**config.mk**
```make
export PLATFORM = sky130hd
export DESIGN_NAME = data_issue_ctrl_flat
export DESIGN_NICKNAME = d
export VERILOG_FILES = /design/src/rtl/data_issue_ctrl_if.sv /design/src/rtl/data_issue_ctrl.sv /design/src/flat_wrapper.sv
export SDC_FILE = /design/constraint.sdc
export NUM_CORES = 1
export LEC_CHECK = 0
export BUFFER_PORTS_ARGS = -buffer_cell sky130_fd_sc_hd__buf_2
export CAP_MARGIN = 20
export CORE_ASPECT_RATIO = 0.9
export CORE_MARGIN = 4
export CORE_UTILIZATION = 47
export CTS_BUF_LIST = sky130_fd_sc_hd__clkbuf_8
export DETAILED_ROUTE_END_ITERATION = 10
export HOLD_SLACK_MARGIN = 0.12
export PLACE_DENSITY = 0.72
export SETUP_SLACK_MARGIN = 0.5
export SKIP_LAST_GASP = 1
export SYNTH_ARGS = -nofsm -noshare
export SYNTH_HDL_FRONTEND = slang
export SYNTH_SLANG_ARGS = --single-unit
```
**constraint.sdc**
```tcl
create_clock -name clk -period 2.8 [get_ports clk]
set_clock_uncertainty 0.15 [all_clocks]
set_input_delay 0.28 -clock clk [delete_from_list [all_inputs] [get_ports clk]]
set_output_delay 0.28 -clock clk [all_outputs]
set_load 0.05 [all_outputs]
```
**src/rtl/data_issue_ctrl_if.sv**
```systemverilog
// Request channel between the datapath and data_issue_ctrl: valid/ready handshake carrying one operand.
interface data_issue_ctrl_if #(
    parameter int unsigned data_width = 32
);
    logic                  req_valid;
    logic                  req_ready;
    logic [data_width-1:0] req_data;

    modport master (output req_valid, output req_data, input req_ready);
    modport slave  (input req_valid, input req_data, output req_ready);
endinterface

```
**src/rtl/data_issue_ctrl.sv**
```systemverilog
// Credit-based issue controller ahead of a fixed-latency FU and its receiver FIFO.
// Optional simulation checks enabled by defining DATA_ISSUE_CTRL_ASSERT_EN.
module data_issue_ctrl #(
    parameter int unsigned latency    = 1,
    parameter int unsigned data_width = 32,
    parameter int unsigned credit_max = latency + 1,
    parameter int unsigned cnt_width  = $clog2(credit_max + 1)
) (
    input  logic                  clk,
    input  logic                  reset_n,
    input  logic                  enable,
    input  logic                  drain_req,
    output logic                  drain_done,
    data_issue_ctrl_if.slave      req,
    output logic                  op_start,
    output logic [data_width-1:0] op_data,
    input  logic                  user_enable,
    output logic [cnt_width-1:0]  credits,
    output logic [cnt_width-1:0]  outstanding,
    output logic                  busy
);
    typedef enum logic [1:0] {IDLE, RUN, DRAIN} state_t;

    localparam logic [cnt_width-1:0] credit_full = cnt_width'(credit_max);

    state_t                state, state_next;
    logic                  hold_valid, hold_valid_next;
    logic [data_width-1:0] hold_data, hold_data_next;
    logic                  op_start_next;
    logic [data_width-1:0] op_data_next;
    logic [cnt_width-1:0]  credits_next;
    logic                  drain_done_next;
    logic                  issue;
    logic                  accept;
    logic [cnt_width:0]    credit_sum;

    // Ready depends on registers only so accept and issue can share a cycle.
    assign req.req_ready = (state == RUN) && (!hold_valid || (credits != '0));
    assign accept        = req.req_valid && req.req_ready;
    assign issue         = (state != IDLE) && hold_valid && (credits != '0);
    assign outstanding   = credit_full - credits;
    assign busy          = (state != IDLE) || hold_valid || (outstanding != '0);

    // One extra bit so a return at full credit is visible before saturation.
    assign credit_sum = {1'b0, credits} - (cnt_width+1)'(issue) + (cnt_width+1)'(user_enable);

    always_ff @(posedge clk) begin
        if (!reset_n) begin
            state      <= IDLE;
            hold_valid <= 1'b0;
            hold_data  <= '0;
            op_start   <= 1'b0;
            op_data    <= '0;
            credits    <= credit_full;
            drain_done <= 1'b0;
        end else begin
            state      <= state_next;
            hold_valid <= hold_valid_next;
            hold_data  <= hold_data_next;
            op_start   <= op_start_next;
            op_data    <= op_data_next;
            credits    <= credits_next;
            drain_done <= drain_done_next;
        end
    end

    always_comb begin
        state_next      = state;
        drain_done_next = 1'b0;
        hold_valid_next = hold_valid;
        hold_data_next  = hold_data;
        op_start_next   = issue;
        op_data_next    = op_data;
        credits_next    = (credit_sum > {1'b0, credit_full}) ? credit_full : credit_sum[cnt_width-1:0];

        case (state)
            IDLE:    if (enable) state_next = RUN;
            RUN:     if (drain_req) state_next = DRAIN;
            DRAIN: begin
                if (!hold_valid && (credits == credit_full) && !op_start) begin
                    state_next      = IDLE;
                    drain_done_next = 1'b1;
                end
            end
            default: state_next = IDLE;
        endcase

        if (issue) begin
            op_data_next    = hold_data;
            hold_valid_next = 1'b0;
        end
        // A same-edge handshake refills the hold register just emptied by issue.
        if (accept) begin
            hold_valid_next = 1'b1;
            hold_data_next  = req.req_data;
        end
    end

`ifdef DATA_ISSUE_CTRL_ASSERT_EN
    logic                  stall_q;
    logic [data_width-1:0] stall_data_q;

    always_ff @(posedge clk) begin
        if (!reset_n) begin
            stall_q      <= 1'b0;
            stall_data_q <= '0;
        end else begin
            stall_q      <= req.req_valid && !req.req_ready;
            stall_data_q <= req.req_data;
            if (user_enable && (credits == credit_full)) begin
                $display("Error: data_issue_ctrl credit overflow.");
                $finish;
            end
            if (stall_q && req.req_valid && (req.req_data != stall_data_q)) begin
                $display("Error: data_issue_ctrl req_data changed while stalled.");
                $finish;
            end
        end
    end
`endif
endmodule
```
**src/flat_wrapper.sv**
```systemverilog
// flat-port wrapper written by rule: the top's interface ports become plain ports
module data_issue_ctrl_flat 
#(
    parameter int unsigned latency    = 1,
    parameter int unsigned data_width = 32,
    parameter int unsigned credit_max = latency + 1,
    parameter int unsigned cnt_width  = $clog2(credit_max + 1)
)
  (clk, reset_n, enable, drain_req, drain_done, op_start, op_data, user_enable, credits, outstanding, busy, req_req_valid, req_req_data, req_req_ready);
  data_issue_ctrl_if #(.data_width(data_width)) req_i ();
  input  logic clk;
  input  logic reset_n;
  input  logic enable;
  input  logic drain_req;
  output logic drain_done;
  output logic op_start;
  output logic [data_width-1:0] op_data;
  input  logic user_enable;
  output logic [cnt_width-1:0] credits;
  output logic [cnt_width-1:0] outstanding;
  output logic busy;
  input wire logic [$bits(req_i.req_valid)-1:0] req_req_valid;
  input wire logic [$bits(req_i.req_data)-1:0] req_req_data;
  output wire logic [$bits(req_i.req_ready)-1:0] req_req_ready;
  assign req_i.req_valid = req_req_valid;
  assign req_i.req_data = req_req_data;
  assign req_req_ready = req_i.req_ready;
  data_issue_ctrl #(.latency(latency), .data_width(data_width), .credit_max(credit_max), .cnt_width(cnt_width)) u_core (.clk(clk), .reset_n(reset_n), .enable(enable), .drain_req(drain_req), .drain_done(drain_done), .req(req_i), .op_start(op_start), .op_data(op_data), .user_enable(user_enable), .credits(credits), .outstanding(outstanding), .busy(busy));
endmodule
```
==> flow_metrics.tcl <==
set metrics [dict create \
    status "finished, final reports clean" \
    critPathLaunchType "register" \
    multi_input_area_um2 1370 \
    maxSlewViolCount 0 \
    htreeDepth 3 \
    clkLatencyLatePin_ps 340 \
    die_h_um 83.3 \
    path_cells "inv_4, ha_4, nand2b_4, nor2_1, ha_1, inv_1, ha_1, fa_2, nand3b_1, nor2_1" \
    synth_top_flop_cell "dfxtp_1" \
    crit_buf_inv 2 \
    cts_sinks 71 \
    drtIter0Drc 100 \
    hp-start "user_enable" \
    worst-path-max-fanout 4 \
    grt_pass1_wl_mm 11.8 \
    preCtsSetupSlack_ps 625 \
    rr_startpoint "u_core.credits[1]" \
    synth_area_per_cell_um2 8.99 \
    clock_path_buffers 2 \
    ios 78 \
    final-setup-viol-count 0 \
    hold_viol_final 0 \
    fin_crit_sh_pct 77.8 \
    gp_congestion 0.807 \
    crit_type "reg2reg" \
    vias_per_cell 4.92 \
    start_util_pct 48.4 \
    die_x_um 91.6 \
    syn_nets 372 \
    min_period_ps 2180 \
    area.growth.synth_to_final_pct 31.7 \
    synth_cell_types 28 \
    cp.arrival_ps 2300 \
    async_flop_share_pct 0 \
    maxCapViolCount 0 \
    detailed_place_hpwl_mm 4.08 \
    ys_seq_area_share_pct 48.0 \
    ys_warn_count 0 \
    required_ps 2920 \
    clockRootBuffer "clkbuf_8" \
    core_um2 6110 \
    endpoint_kind "register" \
    cts_tree "yes" \
    first_global_vias 2468 \
    drcViolationCount 0 \
    drt_pass1_iterations 4 \
    final_layout_size_suffix_gt1_share_pct 25.4 \
    cts.clk_slew.worst_paths_ps 70 \
    synth-seq-cells 71 \
    fin_ws_ps 622 \
    synth_edf_count 0 \
    io_buffers 77 \
    fin_tns_setup_ps 0 \
    ir_worst_vdd_mv 0.380 \
    cpLargestDelayFamily "adder cells" \
    wl_per_cell_um 13.3 \
    instances_no_fill 516 \
    die_area_um2 7630 \
    slew-limit-headroom_pct 53.3 \
    grt-ovfl-total 0 \
    clock.fmax_ghz 0.459 \
    finalNetCount 470 \
    crit_path_top_delay_cell "fa_2" \
    syn_area_um2 2960 \
    fillerInstances 528 \
    syn_inst 329 \
    vias 2538 \
    post-cts-setup-buffers 0 \
    tightestPinTransition_ps 700 \
    rsz0062_at_grt "yes" \
    power.density_nw_per_um2 522 \
    routed_wl_mm 6.84 \
    hold_path.class "in2reg" \
    crit_start "u_core.credits[1]" \
    antenna_found_initial 0 \
    cp_slowest_stage_delay_ps 430 \
    cts_buffers 9 \
    rows 27 \
    placed_cells 469 \
    grt_max_degree 52 \
    leakagePower_uw 0.00162 \
    drtAntennaViolNets 0 \
    regArea_um2 1430 \
    antenna_cells 0 \
    track_usage_pct 19.2 \
]
[metal layers]
layer	vias to the layer above	part of all wire [%]	GRT usage, %
met5	-	0	0
met4	0	1.1	4.79
met3	7	6.0	8.06
met2	65	47	30.2
met1	1172	46	24.2
li1	1294	-	-
[per-stage QoR]
step | utilization, % | hold WS, ps | power, uW | area, um^2
floorplan | - | 272 | 1230 | 3000
global placement | 55.3 | 292 | 1290 | 3380
detailed placement | 55.3 | 297 | 1290 | 3380
CTS | 63.7 | 127 | 2060 | 3890
global route | 63.7 | 162 | 2120 | 3900
finish | 63.7 | 143 | 2030 | 3900
[layout make-up]
class,count,share of cell area [%]
sequential,71,36.7
inverter,7,0.803
timing repair buffer,117,20.1
clock buffer,12,4.24
tap,87,2.79
multi-input combinational,221,35.3
clock inverter,1,0.128
[cell families after synthesis]
| kind of cell | Yosys count | share of synthesized area (%) |
|---|---|---|
| DFF | 71 | 48.0 |
| and+or+nand+nor | 115 | 17.4 |
| buffers and inverters | 37 | 6.43 |
| xor gates and xnor gates | 1 | 0.296 |
| muxes | 33 | 11.2 |
| adders and majority gates | 5 | 2.37 |
| AOI/OAI and AO/OA | 67 | 14.3 |
[state kept, by name, indices dropped and copies added, names as in the netlist]
register           cells
u_core.credits         2
u_core.drain_done      1
u_core.hold_valid      1
u_core.state           2
u_core.hold_data      32
u_core.op_start        1
u_core.op_data        32
[placed cells by master, fill, tap and decap left out]
cell type and instances:
a21boi_0 26, a21boi_1 7, and2_1 1, and3_1 1, and3_2 1, buf_12 1
buf_2 77, buf_4 5, clkbuf_8 12, clkinv_2 1, dfxtp_1 69, dfxtp_4 2
dlygate4sd3_1 34, fa_2 1, ha_1 3, ha_4 1, inv_1 5, inv_4 2
mux2i_1 33, nand2_1 67, nand2b_4 1, nand3_1 32, nand3b_1 3, nor2_1 2
nor2_2 1, nor2b_2 2, nor3_1 1, nor3b_1 1, o21a_1 2, o21ai_0 32
or2_2 1, or3b_2 1, xor2_1 1
[final timing paths]
check / end / slack [ps] / cells past startpoint
worst max-delay path: u_core.credits[0] / 620 / 10
worst min-delay path: u_core.credits[0] / 140 / 4
worst max register to register: u_core.credits[0] / 620 / 10
worst min register to register: u_core.hold_data[20] / 310 / 2
[tightest hold or removal path: stages]
cell and delay, ps:
buf_2 80, ha_1 120, inv_1 30, nor2_1 80
[what timing repair did]
action                                  CTS  global route
endpoints found under the hold margin    34             0
gates resized for setup                   0             1
hold buffers                             34             0
endpoints found under the setup margin    0             1
[cells in the mapped netlist, drive strengths merged, types with 2 or more instances]
cell type  number  share of area (%)
a21boi         33                8.4
and3            2               0.42
buf            13                3.4
clkbuf         17                2.2
dfxtp          71                 48
ha              4                1.7
inv             7               0.89
mux2i          33                 11
nand2          67                8.5
nand3          32                5.4
nand3b          3               0.76
nor2            3               0.47
nor2b           2               0.51
o21a            2               0.51
o21ai          32                5.4
[power breakdown]
group | total (uW) | leakage [uW] | internal (uW) | switching (uW)
registers | 1050 | 0.000575 | 1030 | 15.2
clock network | 725 | 0.0000902 | 378 | 347
logic | 260 | 0.000954 | 110 | 150
Power figures use the tool's default switching activity.
